### src/rtl/mem_access_unit_if.sv
// Bundle of the EX-side, data-memory and write-back signals of the memory-access stage.
// EX: an instruction transfers on a rising edge where ex_valid && ex_ready; ex_ready depends on state only.
// Memory: dmem_req holds with stable addr/we/wdata until the edge where dmem_ack is sampled high.
interface mem_access_unit_if;
  logic        ex_valid;
  logic        ex_mem_read;
  logic        ex_mem_write;
  logic [15:0] ex_alu_result;
  logic [15:0] ex_store_data;
  logic [2:0]  ex_rd;
  logic        ex_reg_write;
  logic        ex_ready;
  logic        stall;
  logic        dmem_req;
  logic        dmem_we;
  logic [15:0] dmem_addr;
  logic [15:0] dmem_wdata;
  logic        dmem_ack;
  logic [15:0] dmem_rdata;
  logic        wb_valid;
  logic [15:0] wb_data;
  logic [2:0]  wb_rd;
  logic        wb_reg_write;
  logic        err;
  logic        busy_dbg;

  modport slave (
    input  ex_valid, ex_mem_read, ex_mem_write, ex_alu_result, ex_store_data,
    input  ex_rd, ex_reg_write, dmem_ack, dmem_rdata,
    output ex_ready, stall, dmem_req, dmem_we, dmem_addr, dmem_wdata,
    output wb_valid, wb_data, wb_rd, wb_reg_write, err, busy_dbg
  );

  modport master (
    output ex_valid, ex_mem_read, ex_mem_write, ex_alu_result, ex_store_data,
    output ex_rd, ex_reg_write, dmem_ack, dmem_rdata,
    input  ex_ready, stall, dmem_req, dmem_we, dmem_addr, dmem_wdata,
    input  wb_valid, wb_data, wb_rd, wb_reg_write, err, busy_dbg
  );
endinterface

### src/rtl/mem_access_unit.sv
// Memory-access pipeline stage: issues LW/SW to a variable-latency data memory,
// stalls upstream while busy and produces a registered write-back packet.
module mem_access_unit #(
  parameter int unsigned TIMEOUT = 15
) (
  input  logic             clk,
  input  logic             rst,
  mem_access_unit_if.slave bus_io
);

  typedef enum logic {IDLE = 1'b0, BUSY = 1'b1} state_e;

  localparam logic [8:0] TMO_W = 9'(TIMEOUT);

  state_e      state_q, state_d;
  logic [7:0]  cnt_q, cnt_d;
  logic [15:0] addr_q, addr_d;
  logic [15:0] wdata_q, wdata_d;
  logic        we_q, we_d;
  logic [2:0]  rd_q, rd_d;
  logic        regw_q, regw_d;
  logic        wb_valid_q, wb_valid_d;
  logic [15:0] wb_data_q, wb_data_d;
  logic [2:0]  wb_rd_q, wb_rd_d;
  logic        wb_regw_q, wb_regw_d;
  logic        err_q, err_d;
  logic [7:0]  cnt_inc;

  always_ff @(posedge clk or posedge rst) begin
    if (rst) begin
      state_q    <= IDLE;
      cnt_q      <= 8'd0;
      addr_q     <= 16'd0;
      wdata_q    <= 16'd0;
      we_q       <= 1'b0;
      rd_q       <= 3'd0;
      regw_q     <= 1'b0;
      wb_valid_q <= 1'b0;
      wb_data_q  <= 16'd0;
      wb_rd_q    <= 3'd0;
      wb_regw_q  <= 1'b0;
      err_q      <= 1'b0;
    end else begin
      state_q    <= state_d;
      cnt_q      <= cnt_d;
      addr_q     <= addr_d;
      wdata_q    <= wdata_d;
      we_q       <= we_d;
      rd_q       <= rd_d;
      regw_q     <= regw_d;
      wb_valid_q <= wb_valid_d;
      wb_data_q  <= wb_data_d;
      wb_rd_q    <= wb_rd_d;
      wb_regw_q  <= wb_regw_d;
      err_q      <= err_d;
    end
  end

  assign cnt_inc = (cnt_q == 8'hFF) ? cnt_q : cnt_q + 8'd1;

  always_comb begin
    state_d    = state_q;
    cnt_d      = cnt_q;
    addr_d     = addr_q;
    wdata_d    = wdata_q;
    we_d       = we_q;
    rd_d       = rd_q;
    regw_d     = regw_q;
    wb_valid_d = 1'b0;
    wb_data_d  = wb_data_q;
    wb_rd_d    = wb_rd_q;
    wb_regw_d  = wb_regw_q;
    err_d      = 1'b0;
    case (state_q)
      IDLE: begin
        if (bus_io.ex_valid) begin
          if (bus_io.ex_mem_read && bus_io.ex_mem_write) begin
            wb_valid_d = 1'b1;
            wb_regw_d  = 1'b0;
            err_d      = 1'b1;
          end else if (bus_io.ex_mem_read || bus_io.ex_mem_write) begin
            addr_d  = bus_io.ex_alu_result;
            wdata_d = bus_io.ex_store_data;
            we_d    = bus_io.ex_mem_write;
            rd_d    = bus_io.ex_rd;
            regw_d  = bus_io.ex_reg_write;
            cnt_d   = 8'd0;
            state_d = BUSY;
          end else begin
            wb_valid_d = 1'b1;
            wb_data_d  = bus_io.ex_alu_result;
            wb_rd_d    = bus_io.ex_rd;
            wb_regw_d  = bus_io.ex_reg_write;
          end
        end
      end
      BUSY: begin
        // An ack in the cycle the counter would expire still completes normally.
        if (bus_io.dmem_ack) begin
          state_d    = IDLE;
          wb_valid_d = 1'b1;
          wb_rd_d    = rd_q;
          if (we_q) begin
            wb_data_d = wdata_q;
            wb_regw_d = 1'b0;
          end else begin
            wb_data_d = bus_io.dmem_rdata;
            wb_regw_d = regw_q;
          end
        end else begin
          cnt_d = cnt_inc;
          if ({1'b0, cnt_q} + 9'd1 >= TMO_W) begin
            state_d    = IDLE;
            wb_valid_d = 1'b1;
            wb_regw_d  = 1'b0;
            err_d      = 1'b1;
          end
        end
      end
      default: state_d = IDLE;
    endcase
  end

  assign bus_io.ex_ready     = (state_q == IDLE);
  assign bus_io.stall        = (state_q == BUSY);
  assign bus_io.dmem_req     = (state_q == BUSY);
  assign bus_io.busy_dbg     = (state_q == BUSY);
  assign bus_io.dmem_we      = we_q;
  assign bus_io.dmem_addr    = addr_q;
  assign bus_io.dmem_wdata   = wdata_q;
  assign bus_io.wb_valid     = wb_valid_q;
  assign bus_io.wb_data      = wb_data_q;
  assign bus_io.wb_rd        = wb_rd_q;
  assign bus_io.wb_reg_write = wb_regw_q;
  assign bus_io.err          = err_q;

endmodule

### src/flat_wrapper.sv
// flat-port wrapper written by rule: the top's interface ports become plain ports
module mem_access_unit_flat 
#(
  parameter int unsigned TIMEOUT = 15
)
  (clk, rst, bus_io_ex_valid, bus_io_ex_mem_read, bus_io_ex_mem_write, bus_io_ex_alu_result, bus_io_ex_store_data, bus_io_ex_rd, bus_io_ex_reg_write, bus_io_dmem_ack, bus_io_dmem_rdata, bus_io_ex_ready, bus_io_stall, bus_io_dmem_req, bus_io_dmem_we, bus_io_dmem_addr, bus_io_dmem_wdata, bus_io_wb_valid, bus_io_wb_data, bus_io_wb_rd, bus_io_wb_reg_write, bus_io_err, bus_io_busy_dbg);
  mem_access_unit_if bus_io_i ();
  input  logic clk;
  input  logic rst;
  input wire logic [$bits(bus_io_i.ex_valid)-1:0] bus_io_ex_valid;
  input wire logic [$bits(bus_io_i.ex_mem_read)-1:0] bus_io_ex_mem_read;
  input wire logic [$bits(bus_io_i.ex_mem_write)-1:0] bus_io_ex_mem_write;
  input wire logic [$bits(bus_io_i.ex_alu_result)-1:0] bus_io_ex_alu_result;
  input wire logic [$bits(bus_io_i.ex_store_data)-1:0] bus_io_ex_store_data;
  input wire logic [$bits(bus_io_i.ex_rd)-1:0] bus_io_ex_rd;
  input wire logic [$bits(bus_io_i.ex_reg_write)-1:0] bus_io_ex_reg_write;
  input wire logic [$bits(bus_io_i.dmem_ack)-1:0] bus_io_dmem_ack;
  input wire logic [$bits(bus_io_i.dmem_rdata)-1:0] bus_io_dmem_rdata;
  output wire logic [$bits(bus_io_i.ex_ready)-1:0] bus_io_ex_ready;
  output wire logic [$bits(bus_io_i.stall)-1:0] bus_io_stall;
  output wire logic [$bits(bus_io_i.dmem_req)-1:0] bus_io_dmem_req;
  output wire logic [$bits(bus_io_i.dmem_we)-1:0] bus_io_dmem_we;
  output wire logic [$bits(bus_io_i.dmem_addr)-1:0] bus_io_dmem_addr;
  output wire logic [$bits(bus_io_i.dmem_wdata)-1:0] bus_io_dmem_wdata;
  output wire logic [$bits(bus_io_i.wb_valid)-1:0] bus_io_wb_valid;
  output wire logic [$bits(bus_io_i.wb_data)-1:0] bus_io_wb_data;
  output wire logic [$bits(bus_io_i.wb_rd)-1:0] bus_io_wb_rd;
  output wire logic [$bits(bus_io_i.wb_reg_write)-1:0] bus_io_wb_reg_write;
  output wire logic [$bits(bus_io_i.err)-1:0] bus_io_err;
  output wire logic [$bits(bus_io_i.busy_dbg)-1:0] bus_io_busy_dbg;
  assign bus_io_i.ex_valid = bus_io_ex_valid;
  assign bus_io_i.ex_mem_read = bus_io_ex_mem_read;
  assign bus_io_i.ex_mem_write = bus_io_ex_mem_write;
  assign bus_io_i.ex_alu_result = bus_io_ex_alu_result;
  assign bus_io_i.ex_store_data = bus_io_ex_store_data;
  assign bus_io_i.ex_rd = bus_io_ex_rd;
  assign bus_io_i.ex_reg_write = bus_io_ex_reg_write;
  assign bus_io_i.dmem_ack = bus_io_dmem_ack;
  assign bus_io_i.dmem_rdata = bus_io_dmem_rdata;
  assign bus_io_ex_ready = bus_io_i.ex_ready;
  assign bus_io_stall = bus_io_i.stall;
  assign bus_io_dmem_req = bus_io_i.dmem_req;
  assign bus_io_dmem_we = bus_io_i.dmem_we;
  assign bus_io_dmem_addr = bus_io_i.dmem_addr;
  assign bus_io_dmem_wdata = bus_io_i.dmem_wdata;
  assign bus_io_wb_valid = bus_io_i.wb_valid;
  assign bus_io_wb_data = bus_io_i.wb_data;
  assign bus_io_wb_rd = bus_io_i.wb_rd;
  assign bus_io_wb_reg_write = bus_io_i.wb_reg_write;
  assign bus_io_err = bus_io_i.err;
  assign bus_io_busy_dbg = bus_io_i.busy_dbg;
  mem_access_unit #(.TIMEOUT(TIMEOUT)) u_core (.clk(clk), .rst(rst), .bus_io(bus_io_i));
endmodule
### config.mk
export PLATFORM = sky130hd
export DESIGN_NAME = mem_access_unit_flat
export DESIGN_NICKNAME = d
export VERILOG_FILES = /design/src/rtl/mem_access_unit_if.sv /design/src/rtl/mem_access_unit.sv /design/src/flat_wrapper.sv
export SDC_FILE = /design/constraint.sdc
export NUM_CORES = 1
export LEC_CHECK = 0
export CAP_MARGIN = 15
export CORE_MARGIN = 2
export CORE_UTILIZATION = 42
export CTS_BUF_LIST = sky130_fd_sc_hd__clkbuf_8
export DETAILED_ROUTE_END_ITERATION = 16
export PLACE_DENSITY = 0.79
export SLEW_MARGIN = 0
export SYNTH_ARGS = -nofsm -noshare
export SYNTH_HDL_FRONTEND = slang
export SYNTH_SLANG_ARGS = --single-unit
### constraint.sdc
create_clock -name clk -period 1.8 [get_ports clk]
set_input_delay 0.18 -clock clk [delete_from_list [all_inputs] [get_ports clk]]
set_output_delay 0.18 -clock clk [all_outputs]
set_load 0.05 [all_outputs]
==> results by group <==
Timing
  – Worst rel slew slack: 0.632
  – Slew of the pin with the lowest slew margin: about 0.55 ns
  – Worst Slack Setup Final: -0.0912 ns
  – Setup-failing EPs final: 1
  – Hold slack: 0.304 ns
  – Tcrit/Tclk final: 1.05
  – Unrepaired setup endpoints after global routing: true
  – Final-report max-slew violation count: 0
  – Fmax: 529 MHz
  – Fin crit period: ~1.9 ns
  – Final Skew: around 0.0077 ns
  – Final Hold Viols: 0

Outcome
  – Violated checks: setup timing
  – Status: complete, but fails checks

Place
  – Post-DP Area: between 4000 and 5000 um2
  – Post-DP HPWL: between 5000 and 6000 um
  – IO Port Bufs: between 100 and 150
  – Final Wtd Congestion: 0.826
  – Placed cell count: roughly 510

Clock network
  – # hold bufs at CTS: 0
  – Clk sinks: about 70
  – CTS Buf Count: 9
  – Clk pin slew, worst setup/hold paths: around 0.080 ns
  – Clock buffer depth: 2
  – CTS Root Cell: clkbuf_8
  – Insertion delay to the later sink of the worst-skew pair: 0.34 ns
  – H-tree depth: 3
  – CTS tree: yes

Worst hold path
  – Hold WC Path Type: in -> async

Synth
  – Async SR Flop Fraction: 1.00
  – Cells after synthesis: a little under 300
  – Synthesized area: around 3300 um2
  – Post-synth EDFFs: 0
  – Sequential-to-total area share from yosys stat: 0.523
  – Top_reg_cell synth: dfrtp_1
  – Post-synthesis register bit count: 68
  – Syn nets: between 300 and 400
  – Syn_area_per_cell: 11.2 um2
  – Netlist cell types: slightly above 40
  – Synth warn: 0

Die
  – Io pins: 117
  – Area of the die: 8460 um2
  – Total core area: between 7000 and 8000 um2
  – Initial core utilization: 0.427
  – Die X: a little over 90 um
  – Die H: 92.0 um
  – Rows: 32

Finish
  – N_diodes: 0
  – Fin area: 5060 um2
  – Final Core Density: 0.665
  – # fillers: roughly 570
  – Non-Filler Instances: roughly 530
  – Final nets: between 400 and 500
  – Share of cells above drive strength 1: 0.162
  – Area added between synthesis and finish: 55.6%

Detailed routing
  – Vias: 2638
  – Avg WL per Cell: about 15 um
  – Final ANT Viol Nets: 0
  – Initial DRC count: roughly 130
  – WL final: 8180 um
  – # DRC: 0
  – Vias/cell: about 5.0
  – First drt pass iteration count: 4

Setup path
  – CP arrival: approximately 2.1 ns
  – Worst path slowest cell: dfrtp_2
  – WP buf/inv: 0
  – Setup CP Type: reg -> reg
  – CP Capture Type: register
  – WP data required: roughly 2.0 ns
  – Largest stage delay, worst path: between 0.4 and 0.5 ns
  – Critical path launch point type: register
  – Worst path top cell family by delay: compound AO/OA/AOI/OAI gates
  – Crit path cell chain: ha_4 -> o21ba_1 -> o21ai_2 -> o311ai_2 -> a41oi_2 -> mux2_4
  – Worst Path Max Fanout: 4

Power and ir drop
  – Peak VDD IR: 0.890 mV
  – Leak pwr: 2.16 nW
  – Total power: 0.00718 W
  – Cell Pwr Density: approximately 1400 nW/um2

Global routing
  – Pin count of the biggest net entering global routing: 69
  – First-pass GRT wire length: about 13000 um
  – Vias in the first global route: about 2.7k
  – Total global routing overflow: 0
  – Initial antenna violation count: 0
  – Gr usage total: 0.197

Job
  – Max Cap Viol: 0
-- metal layers --
metal	vias up	GRT usage	share of wire
li1	1286	-	-
met4	0	0.0784	0.018
met2	69	0.328	0.50
met3	12	0.0378	0.041
met5	-	0	0
met1	1271	0.254	0.44
-- synth_stat cells (all sizes together), types with 2 or more instances --
| cell type | count | area share |
|---|---|---|
| a21oi | 20 | 0.031 |
| a31oi | 2 | 0.0038 |
| and4 | 3 | 0.0096 |
| buf | 17 | 0.036 |
| clkbuf | 5 | 0.0058 |
| dfrtp | 68 | 0.52 |
| ha | 4 | 0.015 |
| inv | 7 | 0.0081 |
| mux2 | 38 | 0.13 |
| mux2i | 19 | 0.059 |
| nand2 | 30 | 0.035 |
| nand2b | 2 | 0.0038 |
| nand3 | 3 | 0.0046 |
| nor2 | 19 | 0.022 |
| o21ai | 32 | 0.050 |
| o31ai | 5 | 0.013 |
| xnor2 | 2 | 0.0054 |
-- worst register-to-register path: stages, from the launching register on --
cell and delay (ns):
dfrtp_2 0.46, ha_4 0.25, o21ba_1 0.19, o21ai_2 0.12
o311ai_2 0.15, a41oi_2 0.29, mux2_4 0.32
-- kinds of logic after synthesis --
kind of cell	after synthesis	synth area share
adder cells (fa/ha/maj)	4	0.0154
XOR/XNOR	2	0.00539
flip-flops	68	0.523
buffers and inverters	29	0.0497
AND/OR/NAND/NOR	63	0.0897
multiplexers	57	0.191
AO/OA/AOI/OAI	68	0.125
-- worst paths after layout --
path / to / slack, ns / start / depth (start not counted)
setup / recovery: u_core.bus_io.wb_reg_write / -0.09 / u_core.cnt_q[1] / 6
hold / removal: u_core.bus_io.wb_rd[1] / 0.30 / rst / 3
setup reg to reg: u_core.bus_io.wb_reg_write / -0.09 / u_core.cnt_q[1] / 6
hold reg to reg: u_core.bus_io.wb_data[10] / 0.49 / u_core.bus_io.wb_data[10] / 2
max in group asynchronous: u_core.bus_io.wb_reg_write / 1.20 / rst / 3
min in group clk: u_core.bus_io.dmem_wdata[13] / 0.43 / bus_io_ex_store_data[13] / 2
-- placed cells by master, fill, tap and decap left out, types with 2 or more instances in the layout --
master	synthesis	routed
buf_4	10	20
clkinvlp_4	0	2
o21ai_2	1	2
o21ai_1	29	29
bufinv_16	0	3
inv_1	6	4
mux2_1	37	37
mux2i_1	19	19
xnor2_1	2	2
ha_4	0	2
dfrtp_2	0	2
clkbuf_8	0	11
nand2_1	29	29
ha_1	4	2
nand3_1	3	3
and4_4	2	2
a31oi_1	2	2
buf_12	0	11
nand2b_1	2	2
a21oi_1	20	19
dfrtp_1	68	66
clkdlybuf4s50_1	0	111
o31ai_1	4	4
nor2_1	19	19
-- area by class of cell --
class                           instances  area (um2)  area share
Clock buffer                           11         151      0.0299
Clock inverter                          5         106      0.0210
Inverter                                7        32.5     0.00643
Multi-Input combinational cell        194        1450       0.287
Sequential cell                        68        1700       0.337
Tap cell                              102         128      0.0252
Timing Repair Buffer                  142        1480       0.293
-- state kept, by name, indices dropped and copies added (netlist names), 3 cells and up --
register	cells
u_core.cnt_q	8
u_core.bus_io.wb_rd	3
u_core.bus_io.dmem_addr	16
u_core.rd_q	3
u_core.bus_io.wb_data	16
u_core.bus_io.dmem_wdata	16
-- where the power goes --
| part | internal [W] | switching [W] |
|---|---|---|
| sequential | 0.00193 | 0.000257 |
| clock | 0.00100 | 0.000608 |
| combinational | 0.00129 | 0.00209 |
-- timing repair --
item / CTS / global route
setup endpoints to repair: 9 / 10
setup buffers: 0 / 0
pin swaps: 0 / 2
resized for setup: 1 / 10
-- stage by stage --
step | setup TNS, ns | setup WS, ns
floorplan | -2.87 | -0.0955
global placement | -10.43 | -0.197
detailed placement | -12.05 | -0.241
CTS | -0.0805 | -0.0805
global route | -0.150 | -0.150
finish | -0.0912 | -0.0912
Power figures use the tool's default switching activity.
==> patch (config.mk and constraints unchanged) <==
`addr_q` no longer has a reset.
--- a/src/rtl/mem_access_unit.sv
+++ b/src/rtl/mem_access_unit.sv
@@ -31,5 +31,4 @@
       state_q    <= IDLE;
       cnt_q      <= 8'd0;
-      addr_q     <= 16'd0;
       wdata_q    <= 16'd0;
       we_q       <= 1'b0;
@@ -44,5 +43,4 @@
       state_q    <= state_d;
       cnt_q      <= cnt_d;
-      addr_q     <= addr_d;
       wdata_q    <= wdata_d;
       we_q       <= we_d;
@@ -55,4 +53,8 @@
       err_q      <= err_d;
     end
+  end
+
+  always_ff @(posedge clk) begin
+    addr_q <= addr_d;
   end
 
Behaviour: not the same (Yosys sat finds a counterexample within 4 cycles, from zero or initial values and one cycle with rst high).
==> patch against the unedited design <==
  * The run still ends with setup timing left
  * Area after synthesis is 1.6% lower
  * Via count is 0.19% higher
  * Non-clock buffer count is 12 higher
  * Wire length is 0.93% higher
  * Final cell count is 0.95% lower
  * Combinational power is 14% lower
  * Critical path depth is 1 higher
  * Setup slack worse by 0.053 ns
  * Count of clock-buffer cells in the layout is 2 lower
  * Sequential cell count stayed put
  * Power is 10% lower
  * Design area is 1.2% lower
==> patch: results (changes against the unedited design) <==
Worst slew margin - 62.7% (-0.44 points)
Setup-failing EPs final - 3 (+2)
Design Power - 0.00647 W (-10%)
Setup slack at placement - -0.219 ns (+0.0218 ns)
Switching Power - 0.00263 W (-11%)
P_seq - 0.00215 W (-2%)
Slowest cell delay on critical path - 0.41 ns (-0.05 ns)
DRT iter0 DRCs - 103 (-18%)
Most frequent cells after synthesis - 52 x dfrtp_1, 27 x o21ai_0, 25 x nand2_1
Clock Skew - 0.0109 ns (+0.00329 ns)
Hpwl dp - 5940 um (+0.61%)
Logic pwr share - 45.0% (-2.1 points)
Status - complete, but fails checks
Netlist cell types - 46 (+12%)
Worst-case reg-to-reg path depth - 7 (+1)
Vias - 2643 (+0.19%)
CP Data Arrival Time - 2.17 ns (+0.05 ns)
CP max stage cell - dfrtp_1
Syn nets - 336 (-4.8%)
Number of global-route vias before repair - 2690 (-1.7%)
Top FF cell, synth - dfrtp_1
Leak - 2.07 nW (-4.6%)
Clock Path Buffers - 2 (unchanged)
Root Buffer - clkbuf_8
Global-route usage over all layers - 20.5% (+0.78 points)
Capture point of the worst path - u_core.bus_io.wb_reg_write
RePlAce Congestion - 0.898 (+8.6%)
Share of layout cells above drive strength 1 - 24.0% (+7.8 points)
Largest net degree at the start of global routing - 53 (-23%)
CP Max Fanout - 3 (-1)
Max IR drop VDD - 0.566 mV (-36%)
Register area share after synthesis - 55.7% (+3.3 points)
WL final - 8260 um (+0.93%)
Ranking of synthesized cells by area - dfrtp_1 41%, edfxtp_1 15%, mux2_2 7.4%
Failing checks - setup timing
Setup WS post-layout - -0.145 ns (-0.0534 ns)
Ys Warns - 0 (unchanged)
First-pass GRT wire length - 13300 um (+0.68%)
Async set-reset flop share out of synthesis - 76.5% (-24 points)
Crit path from - u_core.cnt_q[0]
Count of flip-flops with a built-in enable after synthesis - 16 (+16)
-- patch: changes by cell type after synthesis, sizes merged, moves of 4 or more --
| cell | unedited run | this run |
|---|---|---|
| clkbuf | 5 | 9 |
| nand2 | 30 | 25 |
| dfrtp | 68 | 52 |
| buf | 17 | 10 |
| nor3 | 0 | 5 |
| edfxtp | 0 | 16 |
| o21ai | 32 | 27 |
| mux2 | 38 | 22 |
-- patch: area by class of cell --
class / count / area [um2]
clock buffer: 9 / 124
sequential: 68 / 1780
multi-input combinational: 180 / 1340
timing repair buffer: 154 / 1500
fill: 545 / 2330
tap: 99 / 124
inverter: 7 / 26.3
clock inverter: 7 / 97.6
-- patch: metal layers --
layer | track usage, % | vias up | wire (um)
met4 | 9.85 | 0 | 204
met2 | 34.4 | 74 | 4210
met3 | 3.32 | 17 | 292
li1 | - | 1269 | -
met1 | 25.9 | 1283 | 3550
met5 | 0 | - | 0
-- patch: what timing repair did --
item                       4_1_cts  5_1_grt
pin swaps                        4        4
buffers inserted                 2        2
gates resized for setup          6        6
hold endpoints to repair         0        0
setup endpoints to repair        9        6
-- patch: through the flow --
step / cells / util, % / hold slack [ns] / instance area, um2 / setup TNS (ns)
after floorplan: 274 / - / 0.279 / 3230 / -0.700
after global placement: 504 / 64.0 / 0.462 / 4690 / -3.68
after detailed placement: 504 / 64.0 / 0.470 / 4690 / -5.20
after CTS: 522 / 67.6 / 0.205 / 4950 / -0.114
after global routing: 524 / 68.2 / 0.230 / 5000 / -0.598
final: 524 / 68.2 / 0.192 / 5000 / -0.205
-- patch: cell families after synthesis --
logic type	after synthesis	synth area share (%)
muxes	41	13.8
and+or+nand+nor	73	11.4
buffers and inverters	26	4.65
xor gates and xnor gates	1	0.274
DFF	68	55.7
AOI/OAI and AO/OA	61	12.6
adders and majority gates	4	1.56
